===== src/rtl/serial_word_framer_if.sv =====
// Request and transmitter-side signals of the serial word framer.
// master = control logic plus transmitter side, slave = the framer itself.
interface serial_word_framer_if;
    logic [31:0] word_in;
    logic        word_valid;
    logic        busy;
    logic [7:0]  byte_out;
    logic        tx_start;
    logic        tx_ready;
    logic        frame_done;
    logic        timeout_err;

    modport master (
        output word_in, word_valid, tx_ready,
        input  busy, byte_out, tx_start, frame_done, timeout_err
    );

    modport slave (
        input  word_in, word_valid, tx_ready,
        output busy, byte_out, tx_start, frame_done, timeout_err
    );
endinterface


===== src/rtl/serial_word_framer.sv =====
// Frames a 32-bit word as [sync] b0 b1 b2 b3 [xor] and paces each byte into the
// byte-wide serial transmitter off its ready output.
//   state     | meaning
//   IDLE      | waiting for word_valid with transmitter ready
//   SETUP     | load byte_out with the current frame byte
//   PULSE     | one-cycle tx_start
//   WAIT_ACK  | waiting for ready to drop (transmitter took the byte)
//   WAIT_DONE | waiting for ready to return
//   GAP       | spacing before the next byte or end of frame
module serial_word_framer #(
    parameter bit         SYNC_EN    = 1'b1,
    parameter logic [7:0] SYNC_BYTE  = 8'hA5,
    parameter bit         CHK_EN     = 1'b1,
    parameter int         GAP_CYCLES = 2,
    parameter int         TIMEOUT    = 32
) (
    input logic                 clk,
    input logic                 reset_n,
    serial_word_framer_if.slave bus
);

    localparam int         N        = 4 + int'(SYNC_EN) + int'(CHK_EN);
    localparam logic [2:0] LAST_IDX = 3'(N - 1);
    localparam logic [5:0] TO_LAST  = 6'(TIMEOUT - 1);
    localparam logic [7:0] GAP_LOAD = 8'(GAP_CYCLES);

    typedef enum logic [2:0] {
        S_IDLE, S_SETUP, S_PULSE, S_WAIT_ACK, S_WAIT_DONE, S_GAP
    } state_t;

    state_t      r_state,   w_state_nxt;
    logic [31:0] r_word,    w_word_nxt;
    logic [7:0]  r_chk,     w_chk_nxt;
    logic [2:0]  r_idx,     w_idx_nxt;
    logic [7:0]  r_gap_cnt, w_gap_cnt_nxt;
    logic [5:0]  r_to_cnt,  w_to_cnt_nxt;
    logic        r_busy,    w_busy_nxt;
    logic [7:0]  r_byte,    w_byte_nxt;

    logic [1:0]  w_data_idx;
    logic [7:0]  w_frame_byte;
    logic        w_tx_start;
    logic        w_frame_done;
    logic        w_timeout_err;

    always_ff @(posedge clk or negedge reset_n) begin
        if (!reset_n) begin
            r_state   <= S_IDLE;
            r_word    <= '0;
            r_chk     <= '0;
            r_idx     <= '0;
            r_gap_cnt <= '0;
            r_to_cnt  <= '0;
            r_busy    <= 1'b0;
            r_byte    <= '0;
        end else begin
            r_state   <= w_state_nxt;
            r_word    <= w_word_nxt;
            r_chk     <= w_chk_nxt;
            r_idx     <= w_idx_nxt;
            r_gap_cnt <= w_gap_cnt_nxt;
            r_to_cnt  <= w_to_cnt_nxt;
            r_busy    <= w_busy_nxt;
            r_byte    <= w_byte_nxt;
        end
    end

    // Frame position -> data byte position, skipping the sync slot when present.
    always_comb begin
        w_data_idx = 2'(r_idx - 3'(SYNC_EN));
        case (w_data_idx)
            2'd0:    w_frame_byte = r_word[7:0];
            2'd1:    w_frame_byte = r_word[15:8];
            2'd2:    w_frame_byte = r_word[23:16];
            default: w_frame_byte = r_word[31:24];
        endcase
        if (SYNC_EN && (r_idx == 3'd0)) begin
            w_frame_byte = SYNC_BYTE;
        end else if (CHK_EN && (r_idx == LAST_IDX)) begin
            w_frame_byte = r_chk;
        end
    end

    always_comb begin
        w_state_nxt   = r_state;
        w_word_nxt    = r_word;
        w_chk_nxt     = r_chk;
        w_idx_nxt     = r_idx;
        w_gap_cnt_nxt = r_gap_cnt;
        w_to_cnt_nxt  = r_to_cnt;
        w_busy_nxt    = r_busy;
        w_byte_nxt    = r_byte;
        w_tx_start    = 1'b0;
        w_frame_done  = 1'b0;
        w_timeout_err = 1'b0;

        case (r_state)
            S_IDLE: begin
                w_busy_nxt = 1'b0;
                if (bus.word_valid && bus.tx_ready) begin
                    w_word_nxt  = bus.word_in;
                    w_chk_nxt   = bus.word_in[7:0] ^ bus.word_in[15:8] ^
                                  bus.word_in[23:16] ^ bus.word_in[31:24];
                    w_idx_nxt   = '0;
                    w_busy_nxt  = 1'b1;
                    w_state_nxt = S_SETUP;
                end
            end
            S_SETUP: begin
                w_byte_nxt  = w_frame_byte;
                w_state_nxt = S_PULSE;
            end
            S_PULSE: begin
                w_tx_start   = 1'b1;
                w_to_cnt_nxt = '0;
                w_state_nxt  = S_WAIT_ACK;
            end
            S_WAIT_ACK: begin
                if (!bus.tx_ready) begin
                    w_to_cnt_nxt = '0;
                    w_state_nxt  = S_WAIT_DONE;
                end else if (r_to_cnt == TO_LAST) begin
                    w_timeout_err = 1'b1;
                    w_busy_nxt    = 1'b0;
                    w_to_cnt_nxt  = '0;
                    w_state_nxt   = S_IDLE;
                end else begin
                    w_to_cnt_nxt = r_to_cnt + 6'd1;
                end
            end
            S_WAIT_DONE: begin
                if (bus.tx_ready) begin
                    w_gap_cnt_nxt = GAP_LOAD;
                    w_state_nxt   = S_GAP;
                end else if (r_to_cnt == TO_LAST) begin
                    w_timeout_err = 1'b1;
                    w_busy_nxt    = 1'b0;
                    w_to_cnt_nxt  = '0;
                    w_state_nxt   = S_IDLE;
                end else begin
                    w_to_cnt_nxt = r_to_cnt + 6'd1;
                end
            end
            S_GAP: begin
                if (r_gap_cnt <= 8'd1) begin
                    w_gap_cnt_nxt = '0;
                    if (r_idx == LAST_IDX) begin
                        w_frame_done = 1'b1;
                        w_busy_nxt   = 1'b0;
                        w_state_nxt  = S_IDLE;
                    end else begin
                        w_idx_nxt   = r_idx + 3'd1;
                        w_state_nxt = S_SETUP;
                    end
                end else begin
                    w_gap_cnt_nxt = r_gap_cnt - 8'd1;
                end
            end
            default: w_state_nxt = S_IDLE;
        endcase
    end

    assign bus.busy        = r_busy;
    assign bus.byte_out    = r_byte;
    assign bus.tx_start    = w_tx_start;
    assign bus.frame_done  = w_frame_done;
    assign bus.timeout_err = w_timeout_err;

endmodule

===== src/flat_wrapper.sv =====
// flat-port wrapper written by rule: the top's interface ports become plain ports
module serial_word_framer_flat 
#(
    parameter bit         SYNC_EN    = 1'b1,
    parameter logic [7:0] SYNC_BYTE  = 8'hA5,
    parameter bit         CHK_EN     = 1'b1,
    parameter int         GAP_CYCLES = 2,
    parameter int         TIMEOUT    = 32
)
  (clk, reset_n, bus_word_in, bus_word_valid, bus_tx_ready, bus_busy, bus_byte_out, bus_tx_start, bus_frame_done, bus_timeout_err);
  serial_word_framer_if bus_i ();
  input logic clk;
  input logic reset_n;
  input wire logic [$bits(bus_i.word_in)-1:0] bus_word_in;
  input wire logic [$bits(bus_i.word_valid)-1:0] bus_word_valid;
  input wire logic [$bits(bus_i.tx_ready)-1:0] bus_tx_ready;
  output wire logic [$bits(bus_i.busy)-1:0] bus_busy;
  output wire logic [$bits(bus_i.byte_out)-1:0] bus_byte_out;
  output wire logic [$bits(bus_i.tx_start)-1:0] bus_tx_start;
  output wire logic [$bits(bus_i.frame_done)-1:0] bus_frame_done;
  output wire logic [$bits(bus_i.timeout_err)-1:0] bus_timeout_err;
  assign bus_i.word_in = bus_word_in;
  assign bus_i.word_valid = bus_word_valid;
  assign bus_i.tx_ready = bus_tx_ready;
  assign bus_busy = bus_i.busy;
  assign bus_byte_out = bus_i.byte_out;
  assign bus_tx_start = bus_i.tx_start;
  assign bus_frame_done = bus_i.frame_done;
  assign bus_timeout_err = bus_i.timeout_err;
  serial_word_framer #(.SYNC_EN(SYNC_EN), .SYNC_BYTE(SYNC_BYTE), .CHK_EN(CHK_EN), .GAP_CYCLES(GAP_CYCLES), .TIMEOUT(TIMEOUT)) u_core (.clk(clk), .reset_n(reset_n), .bus(bus_i));
endmodule

===== config.mk =====
export PLATFORM = sky130hd
export DESIGN_NAME = serial_word_framer_flat
export DESIGN_NICKNAME = d
export VERILOG_FILES = /design/src/rtl/serial_word_framer_if.sv /design/src/rtl/serial_word_framer.sv /design/src/flat_wrapper.sv
export SDC_FILE = /design/constraint.sdc
export NUM_CORES = 1
export LEC_CHECK = 0
export ABC_CLOCK_PERIOD_IN_PS = 3800
export BUFFER_PORTS_ARGS = -buffer_cell sky130_fd_sc_hd__buf_2
export CORE_MARGIN = 2
export CORE_UTILIZATION = 50
export CTS_BUF_LIST = sky130_fd_sc_hd__clkbuf_16
export DETAILED_ROUTE_END_ITERATION = 7
export GPL_ROUTABILITY_DRIVEN = 0
export PLACE_DENSITY = 0.72
export SLEW_MARGIN = 20
export SYNTH_ARGS = -nofsm -noshare
export SYNTH_HDL_FRONTEND = slang
export SYNTH_SLANG_ARGS = --single-unit

===== constraint.sdc =====
create_clock -name clk -period 3.8 [get_ports clk]
set_input_delay 0.38 -clock clk [delete_from_list [all_inputs] [get_ports clk]]
set_output_delay 0.38 -clock clk [all_outputs]
set_load 0.005 [all_outputs]

==> key figures, run 1 <==
Drt
  • Routed vias/inst: 5.63
  • Post-route antenna net violation count: 0
  • DRT iter0 DRCs: 169
  • DRC violations left: 0
  • Via count: 2743
  • WL/cell: 15.6 µm
  • Final WL: 7.60 mm
  • Total iterations of the first detailed-routing run: 4

Logic synthesis
  • Ys flop type: dfrtp_1
  • Syn Area/Cell: 10.5 µm²
  • Post-synthesis cell count: 344
  • Synth top area cells: dfrtp_1 48%, mux2_2 10%, xnor2_1 5.8%
  • Mapped Area: 3620 µm²
  • Synthesis warning total: 0
  • Syn nets: 389
  • Yosys cell types: 54
  • Ys async rst share: 100%
  • EDFF count, synth: 0
  • Seq/Total Area, Yosys: 47.8%
  • Most common cell in the netlist: dfrtp_1
  • Post-synth top cells: 69 x dfrtp_1, 32 x mux2_2, 31 x nand2_1
  • Post-synth top area cell: dfrtp_1
  • Yosys reg bits: 69
  • Area share of the largest cell type after synthesis: 47.8%

Die
  • Core Region: 7140 µm²
  • Die height: 89.0 µm
  • Die area: 7930 µm²
  • Initial core utilization: 50.7%
  • # IOs: 48
  • Die Wd: 89.0 µm
  • Row cnt: 31

Final layout
  • Fin nets: 429
  • Antenna cell count: 0
  • Layout cell share with drive strength beyond 1: 27.3%
  • Synth-to-Final Area Change: 15.8%
  • Layout fillers: 654
  • Design Area, Final: 4190 µm²

Clocking
  • Post-CTS Setup Inserts: 0
  • Clock Sinks: 69
  • # resized after CTS: 0
  • Inserted Clock Buffers: 9
  • Root Driver: clkbuf_16
  • TritonCTS clock tree: built
  • Clock Latency Late Sink: 0.33 ns
  • H-tree lvl count: 3
  • Hold_buf cts: 0
  • Clock Pin Slew Worst Setup and Hold Paths: 0.05 ns
  • CTS max path bufs: 2

STA
  • Tcrit/Tclk final: 68.0%
  • Final Max Slew Viols: 0
  • Worst rel slew slack: 53.1%
  • Maximum clock frequency: 387 MHz
  • Post-route minimum period: 2.58 ns
  • RSZ-0062 raised after global routing: no
  • Setup Skew: 0.00319 ns
  • Worst hold slack: 0.0504 ns
  • Worst Max-Slew Pin Slew: 0.701 ns
  • Setup tns final: 0 ns
  • Setup violators final: 0
  • Count of final hold-check violations: 0

Place
  • Placed Area: 3900 µm²
  • DP HPWL: 5.19 mm
  • Number of port buffers: 47

Worst setup path
  • CP arrival: 2.20 ns
  • Reg2reg end: u_core.bus.byte_out[3]$_DFFE_PN0P_
  • CP Class: flop to output pin
  • CP Launch Point: u_core.r_state[2]$_DFFE_PN0P_
  • CP Max Fanout: 20
  • CP Capture Point: bus_timeout_err
  • Slowest stage delay, CP: 0.72 ns
  • Setup crit end kind: output pin
  • FF-to-FF path depth: 4
  • Sequence of cells on the critical path: or3b_4, o21ai_0, nor2b_1, buf_2
  • Setup slack, reg-to-reg: 1.61 ns
  • Startpoint types: flop
  • Critical R2R Launch: u_core.r_state[0]$_DFFE_PN0P_
  • Worst EP required: 3.42 ns
  • CP max-delay cell: dfrtp_1

Run status
  • Status: finished, final reports clean

Global route
  • Top Usage Layer GRT: met2
  • Number of global-route vias before repair: 2592
  • Met2 usage: 34.7%
  • Global-route wire length before repair: 12.7 mm
  • Antenna violations before repair: 0
  • Overflow after GRT: 0
  • Largest net degree at the start of global routing: 50
  • GRT Resource Usage Total: 21.1%
  • GR met3 Demand/Resource: 5.54%
  • GR Layer Usage met1: 27.4%

Power
  • Worst vdd ir: 442 µV
  • Leakage: 0.00181 µW
  • Pwr/cell area: 765 nW/µm²

Flow run
  • Max-Cap Viols: 0

Worst hold path
  • Min-Delay Path Class: primary input to async pin
## worst max-delay path: cells and delay by family (launching register included)
kind,cells,cell delay (ns)
AO/OA/AOI/OAI,1,0.38
buffers and inverters,1,0.12
flip-flops,1,0.72
AND/OR/NAND/NOR,2,0.65
## through the flow
stage               instances  total power, µW  setup WS, ns  utilization (%)
floorplan                 344             2100          1.90                -
global placement          472             2350          1.48             54.6
detailed placement        472             2410          1.36             54.6
CTS                       487             3230          1.19             58.6
global route              487             3430          1.08             58.7
finish                    487             3200          1.22             58.7
## state kept, by name (all words and copies together), names as in the netlist
name                 flops
u_core.r_gap_cnt         8
u_core.r_word           32
u_core.r_chk             8
u_core.bus.byte_out      8
u_core.r_to_cnt          6
u_core.bus.busy          1
u_core.r_state           3
u_core.r_idx             3
## logic make-up (layout without fill, tap and decap cells)
group	count (synthesis)	after routing	share of synthesized area (%)
xor gates and xnor gates	25	25	6.06
muxes	34	34	10.7
DFF	69	69	47.8
and+or+nand+nor	91	91	12.8
AOI/OAI and AO/OA	86	86	15.8
adders and majority gates	9	9	3.11
buffers and inverters	30	74	3.81
## power breakdown
| part | internal, µW | total, µW | switching, µW |
|---|---|---|---|
| registers | 1060 | 1360 | 298 |
| logic | 519 | 1040 | 519 |
| clock network | 497 | 805 | 308 |
| total | 2080 | 3200 | 1120 |
## layout make-up
type | count | area, µm² | share of cell area [%]
timing repair buffer | 49 | 253 | 6.04
clock inverter | 6 | 55.1 | 1.31
inverter | 10 | 37.5 | 0.896
sequential | 69 | 1730 | 41.2
multi-input combinational | 245 | 1770 | 42.2
clock buffer | 9 | 225 | 5.38
tap | 99 | 124 | 2.96
## placed cells by master (no fill, tap or decap), types with 10 or more instances in the layout
cell type / count
inv_1: 10
a31oi_1: 10
xnor2_1: 24
mux2_2: 32
nand2_1: 31
buf_2: 46
a21oi_1: 21
o21ai_0: 18
nor2_1: 20
dfrtp_1: 69
## per-layer routing
layer | part of all wire (%) | wire (µm) | up-vias
li1 | - | - | 1330
met1 | 44 | 3370 | 1352
met2 | 49 | 3760 | 51
met3 | 4.7 | 361 | 10
met4 | 1.4 | 109 | 0
met5 | 0 | 0 | -
## worst min-delay path by stage
stage	start	end	slack, ns	cells after the start
after floorplan	reset_n	u_core.bus.busy$_DFFE_PN0P_	0.08	0
after global placement	u_core.bus.byte_out[3]$_DFFE_PN0P_	u_core.bus.byte_out[3]$_DFFE_PN0P_	0.47	2
after detailed placement	u_core.r_word[28]$_DFFE_PN0P_	u_core.r_word[28]$_DFFE_PN0P_	0.49	1
after CTS	reset_n	u_core.r_to_cnt[3]$_DFFE_PN0P_	0.27	1
after global routing	reset_n	u_core.r_to_cnt[3]$_DFFE_PN0P_	0.11	1
final	reset_n	u_core.r_to_cnt[3]$_DFFE_PN0P_	0.05	1
(Power assumes the default switching activity.)
==> inputs of run 2 (changes only) <==
--- a/config.mk
+++ b/config.mk
@@ -5,7 +5,7 @@
 export SDC_FILE = /design/constraint.sdc
 export NUM_CORES = 1
 export LEC_CHECK = 0
-export ABC_CLOCK_PERIOD_IN_PS = 3800
+export ABC_CLOCK_PERIOD_IN_PS = 2500
 export BUFFER_PORTS_ARGS = -buffer_cell sky130_fd_sc_hd__buf_2
 export CORE_MARGIN = 2
 export CORE_UTILIZATION = 50
==> constraint.sdc (replaced) <==
create_clock -name clk -period 2.5 [get_ports clk]
set_input_delay 0.25 -clock clk [delete_from_list [all_inputs] [get_ports clk]]
set_output_delay 0.25 -clock clk [all_outputs]
set_load 0.005 [all_outputs]
==> key figures, run 2 (synthesis gave the netlist of run 1 again) <==
Worst setup path
  • Startpoint types: flop
  • CP Max Fanout: 11
  • FF-to-FF path depth: 7
  • Reg2reg end: u_core.r_gap_cnt[7]$_DFFE_PN0P_
  • Sequence of cells on the critical path: inv_1, ha_2, and2_1, and3_1, buf_2
  • CP max-delay cell: and2_1
  • Setup slack, reg-to-reg: 0.40 ns
  • CP arrival: 2.05 ns
  • CP Class: flop to output pin
  • Slowest stage delay, CP: 0.47 ns
  • Critical R2R Launch: u_core.r_gap_cnt[0]$_DFFE_PN0P_
  • CP Launch Point: u_core.r_idx[1]$_DFFE_PN0P_
  • Setup crit end kind: output pin
  • Worst EP required: 2.25 ns

Final layout
  • Largest register FFs: 32
  • Multi-input logic area: 1760 µm²
  • Layout fillers: 618
  • Most frequent cells in the layout: 69 x dfrtp_1, 47 x buf_2, 32 x mux2_2
  • Synth-to-Final Area Change: 17.0%
  • Commonest non-fill, non-tap cell in the layout: dfrtp_1
  • Final Core Density: 59.3%
  • Top reg by flops: u_core.r_word
  • Reg area: 1730 µm²
  • Layout cell share with drive strength beyond 1: 28.7%
  • Antenna cell count: 0
  • Fin nets: 434

Run status
  • Status: finished, final reports clean

Die
  • Initial core utilization: 50.7%
  • Row cnt: 31
  • Die Wd: 89.0 µm
  • Die height: 89.0 µm
  • Core Region: 7140 µm²
  • # IOs: 48
  • Die area: 7930 µm²

STA
  • Worst Max-Slew Pin Slew: 0.845 ns
  • RSZ-0062 raised after global routing: no
  • Count of final hold-check violations: 0
  • Final Max Slew Viols: 0
  • Setup Skew: 0.00563 ns
  • Tcrit/Tclk final: 92.1%
  • Post-route minimum period: 2.30 ns
  • Setup tns final: 0 ns
  • Setup violators final: 0
  • Worst rel slew slack: 43.6%
  • Maximum clock frequency: 434 MHz

Drt
  • Routed vias/inst: 5.69
  • Final WL: 7.61 mm
  • DRC violations left: 0
  • Post-route antenna net violation count: 0
  • Total iterations of the first detailed-routing run: 5
  • WL/cell: 15.4 µm
  • Via count: 2807
  • DRT iter0 DRCs: 200

Global route
  • Largest net degree at the start of global routing: 50
  • Global-route wire length before repair: 12.6 mm
  • Antenna violations before repair: 0
  • Overflow after GRT: 0
  • GRT Resource Usage Total: 21.2%
  • Number of global-route vias before repair: 2646

Clocking
  • Inserted Clock Buffers: 9
  • Hold_buf cts: 0
  • CTS max path bufs: 2
  • TritonCTS clock tree: built
  • Post-CTS Setup Inserts: 0
  • Clock Sinks: 69
  • H-tree lvl count: 3
  • # resized after CTS: 0
  • Root Driver: clkbuf_16
  • Clock Pin Slew Worst Setup and Hold Paths: 0.06 ns
  • Clock Latency Late Sink: 0.33 ns

Power
  • Pwr/cell area: 1160 nW/µm²
  • Leakage: 0.00183 µW
  • Worst vdd ir: 593 µV

Flow run
  • Max-Cap Viols: 0

Place
  • Number of port buffers: 47
  • DP HPWL: 5.34 mm

Worst hold path
  • Min-Delay Path Class: primary input to async pin
run 2: changes by cell type in the layout (fill, tap and decap cells not counted), sizes merged:
| cell | previous run | this run |
|---|---|---|
| buf | 49 | 54 |
| inv | 10 | 15 |
| clkinv | 4 | 1 |
| bufinv | 1 | 0 |
run 2: area by class of cell:
type	instances	share of cell area [%]
well taps	99	2.93
multi-input cells	245	41.7
clock inverters	7	1.30
flip-flops and latches	69	40.8
clock buffers	9	5.32
repair buffers	54	7.10
inverters	10	0.887
run 2: worst max path at each step:
stage / cells after the start / endpoint
finish: 5 / bus_frame_done
global route: 4 / bus_timeout_err
CTS: 5 / bus_frame_done
detailed placement: 7 / u_core.r_gap_cnt[7]$_DFFE_PN0P_
global placement: 6 / u_core.r_idx[1]$_DFFE_PN0P_
floorplan: 7 / u_core.r_gap_cnt[7]$_DFFE_PN0P_
run 2: worst max-delay path: cells and delay by family (launching register included):
family                   cells  cell delay (ns)
AND/OR/NAND/NOR              2             0.70
flip-flops                   1             0.41
adder cells (fa/ha/maj)      1             0.36
buffers and inverters        2             0.24
run 2: stage by stage:
step	setup WS [ns]	power, µW	cell area [µm²]	instances	hold slack, ns
finish	0.198	4890	4230	493	0.0234
global route	0.0855	5270	4230	493	0.0800
CTS	0.0771	4920	4230	493	0.0494
detailed placement	0.415	3710	3950	477	0.407
global placement	0.458	3630	3950	477	0.408
floorplan	0.671	3190	3620	344	-0.0456
run 2: power by group:
group	switching (µW)	internal (µW)
Combinational	848	831
Sequential	403	1620
Clock	506	685
Total	1760	3130
run 2: layer usage:
layer	wire (µm)	GRT usage (%)
met5	0	0
met4	80	6.78
met3	483	7.57
met2	3810	33.9
met1	3230	27.1
